<file path="config.mk">
export PLATFORM = sky130hd
export DESIGN_NAME = i2s_dac_serializer_flat
export DESIGN_NICKNAME = d
export VERILOG_FILES = /design/src/rtl/i2s_dac_serializer_if.sv /design/src/rtl/i2s_dac_serializer.sv /design/src/flat_wrapper.sv
export SDC_FILE = /design/constraint.sdc
export NUM_CORES = 1
export LEC_CHECK = 0
export ABC_CLOCK_PERIOD_IN_PS = 3800
export CAP_MARGIN = 20
export CORE_ASPECT_RATIO = 0.75
export CORE_MARGIN = 8
export CORE_UTILIZATION = 55
export DETAILED_ROUTE_END_ITERATION = 6
export GPL_TIMING_DRIVEN = 0
export PLACE_DENSITY_LB_ADDON = 0.3
export SLEW_MARGIN = 20
export SYNTH_ARGS = -nofsm -noshare
export SYNTH_HDL_FRONTEND = slang
export SYNTH_SLANG_ARGS = --single-unit
</file>
<file path="constraint.sdc">
create_clock -name clk -period 3.8 [get_ports clk]
set_input_delay 0.57 -clock clk [delete_from_list [all_inputs] [get_ports clk]]
set_output_delay 0.57 -clock clk [all_outputs]
set_load 0.02 [all_outputs]
</file>
<file path="src/rtl/i2s_dac_serializer_if.sv">
`default_nettype none
// +----------------------------------------------------------------------------+
// | Module   : i2s_dac_serializer_if                                           |
// | Function : sample-capture and I2S-output signal bundle for the serializer  |
// | Revision : 1.0                                                             |
// +----------------------------------------------------------------------------+
interface i2s_dac_serializer_if #(
  parameter int DATA_BITS = 24
);
  logic                 run;
  logic                 l_din_valid;
  logic                 r_din_valid;
  logic [DATA_BITS-1:0] l_din;
  logic [DATA_BITS-1:0] r_din;
  logic                 bclk;
  logic                 lrclk;
  logic                 sdata;
  logic                 frame_start;
  logic                 underrun;
  logic                 overrun;
  logic [15:0]          test_data;

  modport master (
    output run, l_din_valid, r_din_valid, l_din, r_din,
    input  bclk, lrclk, sdata, frame_start, underrun, overrun, test_data
  );

  modport slave (
    input  run, l_din_valid, r_din_valid, l_din, r_din,
    output bclk, lrclk, sdata, frame_start, underrun, overrun, test_data
  );
endinterface
`default_nettype wire

</file>
<file path="src/rtl/i2s_dac_serializer.sv">
`default_nettype none
// +----------------------------------------------------------------------------+
// | Module   : i2s_dac_serializer                                              |
// | Function : pairs L/R samples, double-buffers them, emits I2S frames        |
// | Revision : 1.0                                                             |
// +----------------------------------------------------------------------------+
module i2s_dac_serializer #(
  parameter int BCLK_DIV  = 8,
  parameter int SLOT_BITS = 32,
  parameter int DATA_BITS = 24
) (
  input  wire logic             clk,
  input  wire logic             reset_n,
  i2s_dac_serializer_if.slave   bus
);
  localparam int c_FRAME_BITS = 2 * SLOT_BITS;
  localparam int c_DIV_W      = (BCLK_DIV > 1) ? $clog2(BCLK_DIV) : 1;
  localparam int c_BIT_W      = $clog2(c_FRAME_BITS);
  localparam int c_IDX_W      = $clog2(DATA_BITS);

  localparam logic [c_DIV_W-1:0] c_DIV_LAST = c_DIV_W'(BCLK_DIV - 1);
  localparam logic [c_DIV_W-1:0] c_DIV_HALF = c_DIV_W'(BCLK_DIV / 2);
  localparam logic [c_BIT_W-1:0] c_BIT_LAST = c_BIT_W'(c_FRAME_BITS - 1);
  localparam logic [c_BIT_W-1:0] c_SLOT     = c_BIT_W'(SLOT_BITS);
  localparam logic [c_BIT_W-1:0] c_DATA     = c_BIT_W'(DATA_BITS);

  logic                 r_active;
  logic [c_DIV_W-1:0]   r_div_cnt;
  logic [c_BIT_W-1:0]   r_bit_cnt;
  logic                 r_l_pend;
  logic                 r_r_pend;
  logic [DATA_BITS-1:0] r_l_pend_data;
  logic [DATA_BITS-1:0] r_r_pend_data;
  logic [DATA_BITS-1:0] r_l_held;
  logic [DATA_BITS-1:0] r_r_held;
  logic [7:0]           r_underrun_cnt;
  logic                 r_bclk;
  logic                 r_lrclk;
  logic                 r_sdata;
  logic                 r_frame_start;
  logic                 r_underrun;
  logic                 r_overrun;

  logic                 w_div_wrap;
  logic                 w_load;
  logic                 w_pair;
  logic                 w_l_over;
  logic                 w_r_over;
  logic                 w_right;
  logic                 w_sdata_nxt;
  logic [c_DIV_W-1:0]   w_div_nxt;
  logic [c_BIT_W-1:0]   w_bit_nxt;
  logic [c_BIT_W-1:0]   w_slot;
  logic [c_IDX_W-1:0]   w_idx;
  logic [DATA_BITS-1:0] w_sample;

  assign w_div_wrap = (r_div_cnt == c_DIV_LAST);
  assign w_load     = r_active && w_div_wrap && (r_bit_cnt == c_BIT_LAST);
  assign w_pair     = r_l_pend && r_r_pend;
  assign w_l_over   = bus.l_din_valid && r_l_pend && !w_load;
  assign w_r_over   = bus.r_din_valid && r_r_pend && !w_load;

  // The first enabled clk only arms the timing; counters then leave (0,0).
  always_comb begin
    w_div_nxt = '0;
    w_bit_nxt = '0;
    if (r_active) begin
      if (w_div_wrap) begin
        w_div_nxt = '0;
        w_bit_nxt = (r_bit_cnt == c_BIT_LAST) ? '0 : r_bit_cnt + 1'b1;
      end else begin
        w_div_nxt = r_div_cnt + 1'b1;
        w_bit_nxt = r_bit_cnt;
      end
    end
  end

  // Output registers track the counter value they will sit beside.
  assign w_right     = (w_bit_nxt >= c_SLOT);
  assign w_slot      = w_right ? (w_bit_nxt - c_SLOT) : w_bit_nxt;
  assign w_idx       = c_IDX_W'(c_DATA - w_slot);
  assign w_sample    = w_right ? r_r_held : r_l_held;
  assign w_sdata_nxt = (w_slot != '0) && (w_slot <= c_DATA) && w_sample[w_idx];

  always_ff @(posedge clk or negedge reset_n) begin
    if (!reset_n) begin
      r_active       <= 1'b0;
      r_div_cnt      <= '0;
      r_bit_cnt      <= '0;
      r_l_pend       <= 1'b0;
      r_r_pend       <= 1'b0;
      r_l_pend_data  <= '0;
      r_r_pend_data  <= '0;
      r_l_held       <= '0;
      r_r_held       <= '0;
      r_underrun_cnt <= '0;
      r_bclk         <= 1'b0;
      r_lrclk        <= 1'b0;
      r_sdata        <= 1'b0;
      r_frame_start  <= 1'b0;
      r_underrun     <= 1'b0;
      r_overrun      <= 1'b0;
    end else if (!bus.run) begin
      r_active       <= 1'b0;
      r_div_cnt      <= '0;
      r_bit_cnt      <= '0;
      r_l_pend       <= 1'b0;
      r_r_pend       <= 1'b0;
      r_l_pend_data  <= '0;
      r_r_pend_data  <= '0;
      r_l_held       <= '0;
      r_r_held       <= '0;
      r_underrun_cnt <= '0;
      r_bclk         <= 1'b0;
      r_lrclk        <= 1'b0;
      r_sdata        <= 1'b0;
      r_frame_start  <= 1'b0;
      r_underrun     <= 1'b0;
      r_overrun      <= 1'b0;
    end else begin
      r_active      <= 1'b1;
      r_div_cnt     <= w_div_nxt;
      r_bit_cnt     <= w_bit_nxt;
      r_bclk        <= (w_div_nxt >= c_DIV_HALF);
      r_lrclk       <= w_right;
      r_sdata       <= w_sdata_nxt;
      r_frame_start <= (w_div_nxt == '0) && (w_bit_nxt == '0);
      r_underrun    <= w_load && !w_pair;
      r_overrun     <= w_l_over || w_r_over;

      if (w_load && w_pair) begin
        r_l_held <= r_l_pend_data;
        r_r_held <= r_r_pend_data;
        r_l_pend <= 1'b0;
        r_r_pend <= 1'b0;
      end
      if (w_load && !w_pair && (r_underrun_cnt != 8'hFF)) begin
        r_underrun_cnt <= r_underrun_cnt + 8'd1;
      end

      // Later assignments win, so a strobe on the load clk re-arms pend.
      if (bus.l_din_valid) begin
        r_l_pend      <= 1'b1;
        r_l_pend_data <= bus.l_din;
      end
      if (bus.r_din_valid) begin
        r_r_pend      <= 1'b1;
        r_r_pend_data <= bus.r_din;
      end
    end
  end

  assign bus.bclk        = r_bclk;
  assign bus.lrclk       = r_lrclk;
  assign bus.sdata       = r_sdata;
  assign bus.frame_start = r_frame_start;
  assign bus.underrun    = r_underrun;
  assign bus.overrun     = r_overrun;
  assign bus.test_data   = {r_underrun_cnt, 6'(r_bit_cnt), r_l_pend, r_r_pend};
endmodule
`default_nettype wire

</file>
<file path="src/flat_wrapper.sv">
// flat-port wrapper written by rule: the top's interface ports become plain ports
module i2s_dac_serializer_flat 
#(
  parameter int BCLK_DIV  = 8,
  parameter int SLOT_BITS = 32,
  parameter int DATA_BITS = 24
)
  (clk, reset_n, bus_run, bus_l_din_valid, bus_r_din_valid, bus_l_din, bus_r_din, bus_bclk, bus_lrclk, bus_sdata, bus_frame_start, bus_underrun, bus_overrun, bus_test_data);
  i2s_dac_serializer_if #(.DATA_BITS(DATA_BITS)) bus_i ();
  input  wire logic clk;
  input  wire logic reset_n;
  input wire logic [$bits(bus_i.run)-1:0] bus_run;
  input wire logic [$bits(bus_i.l_din_valid)-1:0] bus_l_din_valid;
  input wire logic [$bits(bus_i.r_din_valid)-1:0] bus_r_din_valid;
  input wire logic [$bits(bus_i.l_din)-1:0] bus_l_din;
  input wire logic [$bits(bus_i.r_din)-1:0] bus_r_din;
  output wire logic [$bits(bus_i.bclk)-1:0] bus_bclk;
  output wire logic [$bits(bus_i.lrclk)-1:0] bus_lrclk;
  output wire logic [$bits(bus_i.sdata)-1:0] bus_sdata;
  output wire logic [$bits(bus_i.frame_start)-1:0] bus_frame_start;
  output wire logic [$bits(bus_i.underrun)-1:0] bus_underrun;
  output wire logic [$bits(bus_i.overrun)-1:0] bus_overrun;
  output wire logic [$bits(bus_i.test_data)-1:0] bus_test_data;
  assign bus_i.run = bus_run;
  assign bus_i.l_din_valid = bus_l_din_valid;
  assign bus_i.r_din_valid = bus_r_din_valid;
  assign bus_i.l_din = bus_l_din;
  assign bus_i.r_din = bus_r_din;
  assign bus_bclk = bus_i.bclk;
  assign bus_lrclk = bus_i.lrclk;
  assign bus_sdata = bus_i.sdata;
  assign bus_frame_start = bus_i.frame_start;
  assign bus_underrun = bus_i.underrun;
  assign bus_overrun = bus_i.overrun;
  assign bus_test_data = bus_i.test_data;
  i2s_dac_serializer #(.BCLK_DIV(BCLK_DIV), .SLOT_BITS(SLOT_BITS), .DATA_BITS(DATA_BITS)) u_core (.clk(clk), .reset_n(reset_n), .bus(bus_i));
endmodule
</file>
Yosys cells after proc, flatten, opt, wreduce, memory -nomap -nowiden
Cells that the tools add are included.
{ "totals": {"regBits": 122, "in_bits": 53, "out_inout_bits": 22} }
{ "classes": {"muxes": 33, "magnitude_cmp": 4, "n_eq_ne": 9, "addsub": 5, "n_reduce_logical": 19} }
{ "ops": {"columns": ["cell", "n"], "rows": [
  ["$mux W24", 9],
  ["$mux W6", 5],
  ["$mux W8", 2],
  ["$logic_and A1 B1 Y1", 13],
  ["$mux W1", 13],
  ["$mux W3", 3],
  ["$add A8 B1 Y8 const B", 1],
  ["$ne A2 B1 Y1 const B", 4],
  ["$ne A8 B8 Y1 const B", 1],
  ["$add A6 B1 Y6 const B", 1],
  ["$eq A6 B6 Y1 const B", 1],
  ["$ge A6 B6 Y1 const B", 1],
  ["$le A6 B5 Y1 const B", 1],
  ["$logic_not A6 Y1", 1],
  ["$lt A5 B6 Y1 const B", 1],
  ["$ne A3 B1 Y1 const B", 2],
  ["$reduce_bool A6 Y1", 1],
  ["$sub A6 B6 Y6 const B", 1],
  ["$bmux W1 S5", 1],
  ["$sub A5 B5 Y5 const A", 1],
  ["$add A3 B1 Y3 const B", 1],
  ["$eq A3 B3 Y1 const B", 1],
  ["$ge A3 B3 Y1 const B", 1],
  ["$logic_not A3 Y1", 1],
  ["2 further kinds", 3]
]} }

Longest topological paths before layout
Gate-level depths: netlist of run 1.
{ "logic_depth": {"ltp_word": 11, "depth_mapped": 15} }

Worst setup path after synthesis of run 1
OpenSTA, ideal clock, no wires.
{ "synth_path": {"kind": "register to register", "from": "register u_core.r_div_cnt[0]", "to": "register u_core.r_sdata, in the netlist u_core.bus.sdata", "slack_ps": 747, "synth_period_minus_slack_ps": 3053, "stages_incl_launch_ff": 16, "t_arrival_ps": 2933, "required_time_ps": 3680, "n_path_buf": 2, "path_cell_list": "dfrtp_1 ha_1 ha_1 buf_6 nand4_2 o21ai_2 nor2_1 inv_2 ha_1 xor2_2 buf_6 mux2i_1 mux2i_1 a311oi_1 o211ai_1 o211a_1"} }
{ "synth_between": {"elab_chain_len": 10, "word_cells_on_any_way": 15} }
{ "synth_lines": {"columns": ["element", "line_no", "rtl"], "rows": [
  ["start, declared", "i2s_dac_serializer.sv:28", "logic [c_DIV_W-1:0] r_div_cnt;"],
  ["start signal, assigned", "i2s_dac_serializer.sv:122", "r_div_cnt <= w_div_nxt;"],
  ["$eq A3 B3 Y1 (*)", "i2s_dac_serializer.sv:57", "assign w_div_wrap = (r_div_cnt == c_DIV_LAST);"],
  ["$mux W6 (*)", "i2s_dac_serializer.sv:68", "if (w_div_wrap) begin"],
  ["$mux W6 (*)", "i2s_dac_serializer.sv:67", "if (r_active) begin"],
  ["$sub A6 B6 Y6 or $ge A6 B6 Y1 (tied branches)", "i2s_dac_serializer.sv:80, i2s_dac_serializer.sv:79", null],
  ["$mux W6", "i2s_dac_serializer.sv:80", "assign w_slot = w_right ? (w_bit_nxt - c_SLOT) : w_bit_nxt;"],
  ["$sub A5 B5 Y5", "i2s_dac_serializer.sv:81", "assign w_idx = c_IDX_W'(c_DATA - w_slot);"],
  ["$bmux W1 S5", "i2s_dac_serializer.sv:83", "assign w_sdata_nxt = (w_slot != '0) && (w_slot <= c_DATA) && w_sample[w_idx];"],
  ["$mux W1 (not written as such)", "i2s_dac_serializer.sv:83", null],
  ["$logic_and A1 B1 Y1 (*)", "i2s_dac_serializer.sv:83", null],
  ["$mux W1 (*)", "i2s_dac_serializer.sv:103", "end else if (!bus.run) begin"],
  ["end signal, assigned", "i2s_dac_serializer.sv:126", "r_sdata <= w_sdata_nxt;"],
  ["end, declared", "i2s_dac_serializer.sv:39", "logic r_sdata;"]
]} }
Every way passes the cells marked *; elsewhere a longest branch is shown, timed or not. The select of a mux whose other input is x is not followed.
A chain may end at the register's enable or synchronous reset.

Worst setup path after layout of run 1
Same ends and word-level chain as after synthesis.

==> impl_metrics.toml, run 1 <==
[finish]
final_util_pct = 72.2
area_delta_synth_final_pct = 26.6
diodes = 0
drive_above_1_share_pct = 8.39
instances_no_fill = 776
num-nets-final = 689

[detailed_routing]
routed_wl_microns = 13600
drc = 0
drt_first_pass_iters = 6
drt-initial-drc-count = 342
detail-route-antenna-nets = 0
vias = 4288
wl_per_cell_microns = 17.5
route.detailed.vias_per_inst = 5.53

[pwr]
p_per_area_nw_per_um2 = 438
p_int_mw = 2.38
p_clk_share_pct = 49.7
p_comb_share_pct = 6.3
power_mw = 3.08
p_leak_nw = 3.14
p_seq_share_pct = 44.0
netSwitchingPower_uw = 702
ir_drop_v = 0.000263
sw_frac_of_total_pct = 22.8

[grt]
first_global_vias = 4681
grt_max_degree = 77
track_usage_pct = 21.2
grt_overflow = 0
antenna_found_initial = 0
grt_pass1_wl_microns = 22800

[logic_synthesis]
synth_area_leaders = "dfrtp_1 (55%), mux2i_1 (14%), nand2_1 (7.2%)"
synth_edf_count = 0
ys_ff_latch = 122
yosysMostFrequentCell = "dfrtp_1"
synth_cell_types = 44
ys_seq_area_share_pct = 55.0
syn_nets = 597
synth_area_leader_cell = "dfrtp_1"
syn_area_sq_um = 5550
syn_avg_cell_area_sq_um = 10.3
yosysWarnings = 0
async_flop_share_pct = 100
synth_cells = 539
synth_common_cells = "dfrtp_1 (122), nand2_1 (107), mux2i_1 (78)"
ys.flop_type = "dfrtp_1"
synth_top_area_share_pct = 55.0

[die]
coreArea_sq_um = 9740
start_util_pct = 57.0
dieHeight_microns = 103
io_pins = 75
dieArea_sq_um = 13600
num_rows = 31
die_x_microns = 132

[worst_setup_path]
arrival_ns = 3.69
crit_fanout = 10
path_class = "flop to flop"
cp-end-kind = "flop"
required_ns = 4.10
crit_path_start_kind = "flop"

[cts]
cts_buffer_depth = 2
numCtsBuffers = 17
hold_buffers = 0
clkSlewWorstSetupHoldPaths_ns = 0.05
root_buffer = "clkbuf_16"
insertion_delay_ns = 0.42
cts_max_level = 4
cts_setup_buffers = 0
cts.repair.resized = 0
cts_sinks = 122
cts_tree = "done"

[placed_design]
placement.io_buffers = 72
dp.cells = 744
hpwl_microns = 9530
place.gp.congestion = 0.930
dp_slack_ns = 0.270

[timing]
fmax_ghz = 0.295
clock_skew_ns = 0.00688
final-setup-viol-count = 0
min_period_over_period_pct = 89.2
worst_slack_ns = 0.410
rsz0062_at_grt = "no"
slew-limit-headroom_pct = 49.2
worstMarginPinSlew_ns = 0.762
slew_violations = 0
period_minus_slack_ns = 3.39
tns_ns = 0
hold_viol = 0

[status]
status = "finished clean"

[hold_path]
min_path_type = "input port to asynchronous set/reset pin"

[flow_run]
cap_violations = 0
[layout by cell type (no fill, tap or decap), drive strengths merged, types with 2 or more instances in the layout]
cell type,n
xor2,7
mux2i,78
a21oi,53
mux4,2
o21ai,4
nor3,5
nand4,5
clkbuf,42
nand2,107
mux2,2
or3,2
dfrtp,122
clkinv,9
o211ai,2
nand3,8
and2,6
clkinvlp,3
clkdlybuf4s50,71
xnor2,5
nor2,68
ha,5
bufinv,2
inv,4
and3,5
buf,14
a31oi,3
[final cells by class]
type                            count  area, sq um
Clock inverter                     14          131
Clock buffer                       18          429
Buffer                             36          175
Sequential cell                   122         3050
Tap cell                          132          165
Fill cell                         697         2710
Timing Repair Buffer               73          749
Inverter                            4         15.0
Multi-Input combinational cell    377         2310
[sequential cells by signal, summed over array words and instances, names as in the netlist, 3 cells and up]
| register | cells |
|---|---|
| u_core.r_l_pend_data | 24 |
| u_core.r_bit_cnt | 6 |
| u_core.r_r_held | 24 |
| u_core.r_l_held | 24 |
| u_core.r_r_pend_data | 24 |
| u_core.r_div_cnt | 3 |
| u_core.r_underrun_cnt | 8 |
[worst paths after layout]
check                                     from                  endpoint  slack [ns]  cells past startpoint
max in group asynchronous              reset_n  u_core.r_l_pend_data[20]        2.94                      2
hold / removal                         reset_n           u_core.bus.bclk        0.19                      1
setup reg to reg           u_core.r_div_cnt[0]          u_core.bus.sdata        0.41                     15
hold reg to reg            u_core.r_div_cnt[0]       u_core.r_div_cnt[0]        0.50                      1
min in group clk           u_core.r_div_cnt[0]       u_core.r_div_cnt[0]        0.50                      1
setup / recovery           u_core.r_div_cnt[0]          u_core.bus.sdata        0.41                     15
[layer usage]
layer | global-route usage [%] | share of wire, % | wire, microns | vias up
li1 | - | - | - | 2003
met1 | 26.0 | 43 | 5860 | 2109
met2 | 35.2 | 48 | 6470 | 149
met3 | 6.38 | 7.1 | 961 | 27
met4 | 7.92 | 2.0 | 271 | 0
met5 | 0 | 0 | 0 | -
[worst max-delay path: stages (launching register included)]
cell and delay [ns]:
dfrtp_1 0.40, ha_1 0.21, ha_1 0.19, buf_6 0.14
nand4_2 0.14, o21ai_2 0.12, nor2_2 0.37, inv_2 0.14
ha_1 0.25, xor2_2 0.19, buf_4 0.26, mux2i_1 0.30
mux2i_1 0.12, mux2i_1 0.15, o211ai_1 0.11, o211a_1 0.15
[stage by stage]
step	hold WS (ns)	cell area, sq um
2_1_floorplan	0.274	5550
3_3_place_gp	0.451	6440
3_5_place_dp	0.463	6470
4_1_cts	0.210	7030
5_1_grt	0.251	7030
6_report	0.187	7030
[cell families after synthesis]
family / count (synthesis) / share of synthesized area, %
muxes: 82 / 15.3
buffers and inverters: 40 / 3.43
adders and majority gates: 5 / 1.13
DFF: 122 / 55.0
and+or+nand+nor: 208 / 15.6
AOI/OAI and AO/OA: 70 / 7.51
xor gates and xnor gates: 12 / 2.03
[power by group through the flow]
stage                     sequential (mW)  clock, mW  combinational [mW]
after floorplan                      1.37          0              0.0827
after global placement               1.38          0               0.184
after detailed placement             1.38          0               0.194
after CTS                            1.35       1.54               0.196
after global routing                 1.36       1.61               0.213
final                                1.35       1.53               0.193
Note: power is estimated with default switching activity, not from simulation.
==> run 2, diff against run 1 <==
--- a/config.mk
+++ b/config.mk
@@ -13,7 +13,6 @@
 export DETAILED_ROUTE_END_ITERATION = 6
 export GPL_TIMING_DRIVEN = 0
 export PLACE_DENSITY_LB_ADDON = 0.3
-export SLEW_MARGIN = 20
 export SYNTH_ARGS = -nofsm -noshare
 export SYNTH_HDL_FRONTEND = slang
 export SYNTH_SLANG_ARGS = --single-unit
==> run 2 against run 1 <==
Compared with the run above: fmax shrank 0.38%; the run now ends with design-rule violations left; clock power grew 8%; non-clock buffer count is the same; setup slack lost 0.013 ns; critical path depth is the same; clock skew grew 0.0014 ns; combinational power is essentially flat; via count shrank 0.14%; highest routed layer unchanged; hold slack lost 0.16 ns.
==> impl_metrics.toml, run 2 (synthesized netlist as in run 1, its figures left out) <==
[status]
status = "finished with violations"
failed_checks = "design-rule violations"

[timing]
fmax_ghz = 0.294
slew_violations = 0
worst_slack_ns = 0.397
rsz0062_at_grt = "no"
worstMarginPinSlew_ns = 0.765
final-setup-viol-count = 0
clock_skew_ns = 0.00826
period_minus_slack_ns = 3.40
slew-limit-headroom_pct = 49.0
hold_viol = 0
tns_ns = 0
min_period_over_period_pct = 89.5

[placed_design]
hpwl_microns = 9460
placement.io_buffers = 72
dp_slack_ns = 0.284
place.gp.congestion = 0.930

[hold_path]
min_path_type = "input port to asynchronous set/reset pin"

[cts]
cts_tree = "done"
insertion_delay_ns = 0.41
cts_setup_buffers = 0
cts_buffer_depth = 2
cts_max_level = 4
clkSlewWorstSetupHoldPaths_ns = 0.05
root_buffer = "clkbuf_16"
numCtsBuffers = 17
cts_sinks = 122

[worst_setup_path]
crit_path_start_kind = "flop"
r2r_start = "u_core.r_div_cnt[0]"
path_class = "flop to flop"
cp-end-kind = "flop"
arrival_ns = 3.69
r2r-end = "u_core.bus.sdata"
crit_fanout = 10
required_ns = 4.09
rrSetupSlack_ns = 0.40
reg2reg_depth = 15

[detailed_routing]
detail-route-antenna-nets = 0
drt-initial-drc-count = 391
wl_per_cell_microns = 17.8
drc = 1
route.detailed.vias_per_inst = 5.53
routed_wl_microns = 13800
drt_first_pass_iters = 7
vias = 4282

[die]
dieHeight_microns = 103
die_x_microns = 132
coreArea_sq_um = 9740
num_rows = 31
io_pins = 75
start_util_pct = 57.0
dieArea_sq_um = 13600

[grt]
grt_overflow = 0
antenna_found_initial = 0
grt_max_degree = 95
grt_pass1_wl_microns = 22900
first_global_vias = 4645
track_usage_pct = 21.7

[pwr]
p_int_mw = 2.54
sw_frac_of_total_pct = 21.0
ir_drop_v = 0.000285
netSwitchingPower_uw = 675
p_per_area_nw_per_um2 = 453
p_leak_nw = 3.17
p_comb_share_pct = 6.0
p_clk_share_pct = 51.8
power_mw = 3.21
p_seq_share_pct = 42.2

[finish]
drive_above_1_share_pct = 8.09
area_delta_synth_final_pct = 27.6
mostFrequentLayoutCells = "dfrtp_1 (122), nand2_1 (107), mux2i_1 (78)"
layout_commonest_cell = "dfrtp_1"
num-nets-final = 689
diodes = 0

[flow_run]
cap_violations = 0
## run 2: changes by cell type in the layout (fill, tap and decap cells not counted), sizes merged
cell      change
clkinvlp      -2
clkinv        -6
bufinv        +1
clkbuf        +6
## run 2: what timing repair did
| action | in CTS | in global routing |
|---|---|---|
| hold buffers | 0 | 0 |
| endpoints found under the setup margin | 0 | 1 |
| resized for setup | 0 | 1 |
## run 2: layout make-up
class	count	area, sq um
plain buffers	36	175
clock buffers	24	502
clock inverters	7	113
fillers	707	2650
inverters	4	15.0
multi-input cells	377	2310
flip-flops and latches	122	3050
well taps	132	165
repair buffers	73	749
## run 2: worst max-delay path by stage
stage	slack [ns]	to	from	depth (start not counted)
final	0.40	u_core.bus.sdata	u_core.r_div_cnt[0]	15
after global routing	0.18	u_core.bus.sdata	u_core.r_div_cnt[0]	15
after CTS	0.27	u_core.bus.sdata	u_core.r_div_cnt[0]	15
after detailed placement	0.28	u_core.bus.sdata	u_core.r_div_cnt[0]	15
after global placement	-2.32	u_core.r_r_pend_data[2]	reset_n	1
after floorplan	0.75	u_core.bus.sdata	u_core.r_div_cnt[0]	15
## run 2: power groups by stage
stage	sequential [mW]	clock, mW	combinational, mW
6_report	1.36	1.66	0.192
5_1_grt	1.36	1.75	0.212
4_1_cts	1.35	1.68	0.195
3_5_place_dp	1.38	0	0.194
3_3_place_gp	1.38	0	0.184
2_1_floorplan	1.37	0	0.0827
## run 2: per-layer routing
metal	track usage [%]	vias up	share of wire [%]
li1	-	1997	-
met1	26.4	2121	44
met2	35.2	140	47
met3	6.82	24	6.3
met4	9.85	0	1.9
met5	0	-	0
## run 2: worst max-delay path, cell delays in order (launching register included)
cell	delay, ns
dfrtp_1	0.39
ha_1	0.20
ha_1	0.19
buf_6	0.14
nand4_2	0.14
o21ai_2	0.12
nor2_2	0.37
inv_2	0.15
ha_1	0.25
xor2_2	0.19
buf_4	0.27
mux2i_1	0.31
mux2i_1	0.12
mux2i_1	0.16
o211ai_1	0.11
o211a_1	0.16
## run 2: stage by stage
| step | hold WS (ns) | utilization (%) | cells | area [sq um] |
|---|---|---|---|---|
| floorplan | 0.274 | - | 539 | 5550 |
| global placement | 0.451 | 66.1 | 743 | 6440 |
| detailed placement | 0.462 | 66.4 | 744 | 6470 |
| CTS | 0.0217 | 72.7 | 775 | 7080 |
| global route | 0.0399 | 72.8 | 775 | 7080 |
| finish | 0.0304 | 72.8 | 775 | 7080 |
==> run 3, diff against run 2 <==
--- a/config.mk
+++ b/config.mk
@@ -8,8 +8,8 @@
 export ABC_CLOCK_PERIOD_IN_PS = 3800
 export CAP_MARGIN = 20
 export CORE_ASPECT_RATIO = 0.75
-export CORE_MARGIN = 8
 export CORE_UTILIZATION = 55
+export CTS_CLUSTER_DIAMETER = 60
 export DETAILED_ROUTE_END_ITERATION = 6
 export GPL_TIMING_DRIVEN = 0
 export PLACE_DENSITY_LB_ADDON = 0.3
==> run 3 against run 2 <==
Compared with the run above: the run now ends clean; hold slack gained 0.043 ns; core utilization is 0.40 points lower; cell count is 0.13% higher; setup slack lost 0.026 ns; sequential cell count stayed put; critical endpoint unchanged; largest cell class unchanged; largest power group unchanged.
==> impl_metrics.toml, run 3 (synthesized netlist as in run 1, its figures left out) <==
[grt]
first_global_vias = 4244
grt_max_degree = 79
grt_pass1_wl_microns = 21700
track_usage_pct = 27.5
grt_overflow = 0
antenna_found_initial = 0

[detailed_routing]
detail-route-antenna-nets = 0
route.detailed.vias_per_inst = 5.54
vias = 4300
drc = 0
drt-initial-drc-count = 390
drt_first_pass_iters = 5
wl_per_cell_microns = 16.9
routed_wl_microns = 13200

[finish]
area_delta_synth_final_pct = 26.9
layout_commonest_cell = "dfrtp_1"
drive_above_1_share_pct = 7.76
diodes = 0
fill_cells = 691
mostFrequentLayoutCells = "dfrtp_1 (122), nand2_1 (107), mux2i_1 (78)"
register_area_sq_um = 3050
instances_no_fill = 776
num-nets-final = 689
multi_input_area_sq_um = 2310

[timing]
final-setup-viol-count = 0
clock_skew_ns = 0.00541
worst_slack_ns = 0.371
worstMarginPinSlew_ns = 0.826
tns_ns = 0
min_period_over_period_pct = 90.2
slew-limit-headroom_pct = 44.9
slew_violations = 0
period_minus_slack_ns = 3.43
fmax_ghz = 0.292
rsz0062_at_grt = "no"
hold_viol = 0

[pwr]
sw_frac_of_total_pct = 21.7
p_int_mw = 2.44
p_clk_share_pct = 50.4
p_comb_share_pct = 6.1
p_seq_share_pct = 43.5
p_per_area_nw_per_um2 = 442
p_leak_nw = 3.14
ir_drop_v = 0.000298
netSwitchingPower_uw = 676

[placed_design]
dp_slack_ns = 0.223
dp.cells = 744
placement.io_buffers = 72
place.gp.congestion = 0.876
hpwl_microns = 9010

[worst_setup_path]
required_ns = 4.09
slowest_stage = "dfrtp_1"
crit_chain = "ha_1, ha_1, buf_6, nand4_2, o21ai_2, nor2_2, inv_2, ha_1, xor2_2, buf_6, mux2i_1, mux2i_1, a311oi_1, o211ai_1, o211a_1"
slowest_delay_ns = 0.39
critical-path-top-delay-family = "compound AO/OA/AOI/OAI gates"
crit_path_start_kind = "flop"
path_class = "flop to flop"
crit_top_cell = "ha_1"
crit_buf_inv = 3
cp-end-kind = "flop"
crit_fanout = 10
arrival_ns = 3.72

[die]
dieArea_sq_um = 10500
coreArea_sq_um = 9740
dieHeight_microns = 89.0
io_pins = 75
die_x_microns = 118
start_util_pct = 57.0
num_rows = 31

[hold_path]
min_path_type = "input port to asynchronous set/reset pin"

[cts]
root_buffer = "clkbuf_16"
hold_buffers = 0
cts_setup_buffers = 0
numCtsBuffers = 17
clkSlewWorstSetupHoldPaths_ns = 0.05
cts_sinks = 122
cts_tree = "done"
insertion_delay_ns = 0.42
cts_max_level = 4
cts_buffer_depth = 2

[flow_run]
cap_violations = 0

[status]
status = "finished clean"
run 3: cell count changes in the layout (fill, tap and decap cells not counted), sizes merged:
cell / previous run / this run
bufinv: 3 / 2
clkinvlp: 1 / 2
clkbuf: 48 / 49
run 3: final cells by class:
class / instances / area share [%]
buffer: 36 / 2.49
tap: 132 / 2.34
clock inverter: 7 / 1.28
timing repair buffer: 73 / 10.6
inverter: 4 / 0.213
clock buffer: 25 / 6.89
multi-input combinational: 377 / 32.8
sequential: 122 / 43.3
run 3: worst reg2reg max path, cell delays in order, from the launching register on:
cell and delay, ns:
dfrtp_1 0.39, ha_1 0.20, ha_1 0.18, buf_6 0.14
nand4_2 0.15, o21ai_2 0.13, nor2_2 0.37, inv_2 0.14
ha_1 0.25, xor2_2 0.20, buf_6 0.20, mux2i_1 0.27
mux2i_1 0.12, a311oi_1 0.27, o211ai_1 0.13, o211a_1 0.15
run 3: routing by layer:
metal  part of all wire (%)  routed length [microns]  track usage (%)  vias up
met5                      0                        0                0        -
met2                     48                     6320             45.3      127
li1                       -                        -                -     2010
met3                    4.9                      640             5.42       23
met1                     45                     5930             36.5     2140
met4                    2.0                      257             11.7        0
run 3: path summary, 6_finish.rpt:
| kind | end | depth (start not counted) | start | slack, ns |
|---|---|---|---|---|
| min in group clk | u_core.r_div_cnt[0] | 1 | u_core.r_div_cnt[0] | 0.47 |
| worst min register to register | u_core.r_div_cnt[0] | 1 | u_core.r_div_cnt[0] | 0.47 |
| worst min-delay path | u_core.bus.frame_start | 1 | reset_n | 0.07 |
| worst max register to register | u_core.bus.sdata | 15 | u_core.r_div_cnt[0] | 0.37 |
| max in group asynchronous | u_core.r_r_held[5] | 2 | reset_n | 3.01 |
| worst max-delay path | u_core.bus.sdata | 15 | u_core.r_div_cnt[0] | 0.37 |
run 3: timing repair:
action | in CTS | in global routing
gates resized for setup | 0 | 1
hold endpoints to repair | 0 | 0
setup endpoints to repair | 0 | 1
run 3: power by group through the flow:
stage | Sequential (mW) | Clock (mW) | Combinational (mW)
finish | 1.35 | 1.57 | 0.191
global route | 1.36 | 1.65 | 0.213
CTS | 1.35 | 1.58 | 0.193
detailed placement | 1.38 | 0 | 0.193
global placement | 1.38 | 0 | 0.183
floorplan | 1.37 | 0 | 0.0827
run 3: metrics by stage:
stage	hold WS [ns]	cell area, sq um	util, %	power, mW
6_report	0.0730	7040	72.4	3.11
5_1_grt	0.104	7040	72.4	3.22
4_1_cts	0.0747	7040	72.3	3.13
3_5_place_dp	0.465	6470	66.4	1.57
3_3_place_gp	0.451	6440	66.1	1.56
2_1_floorplan	0.274	5550	-	1.45
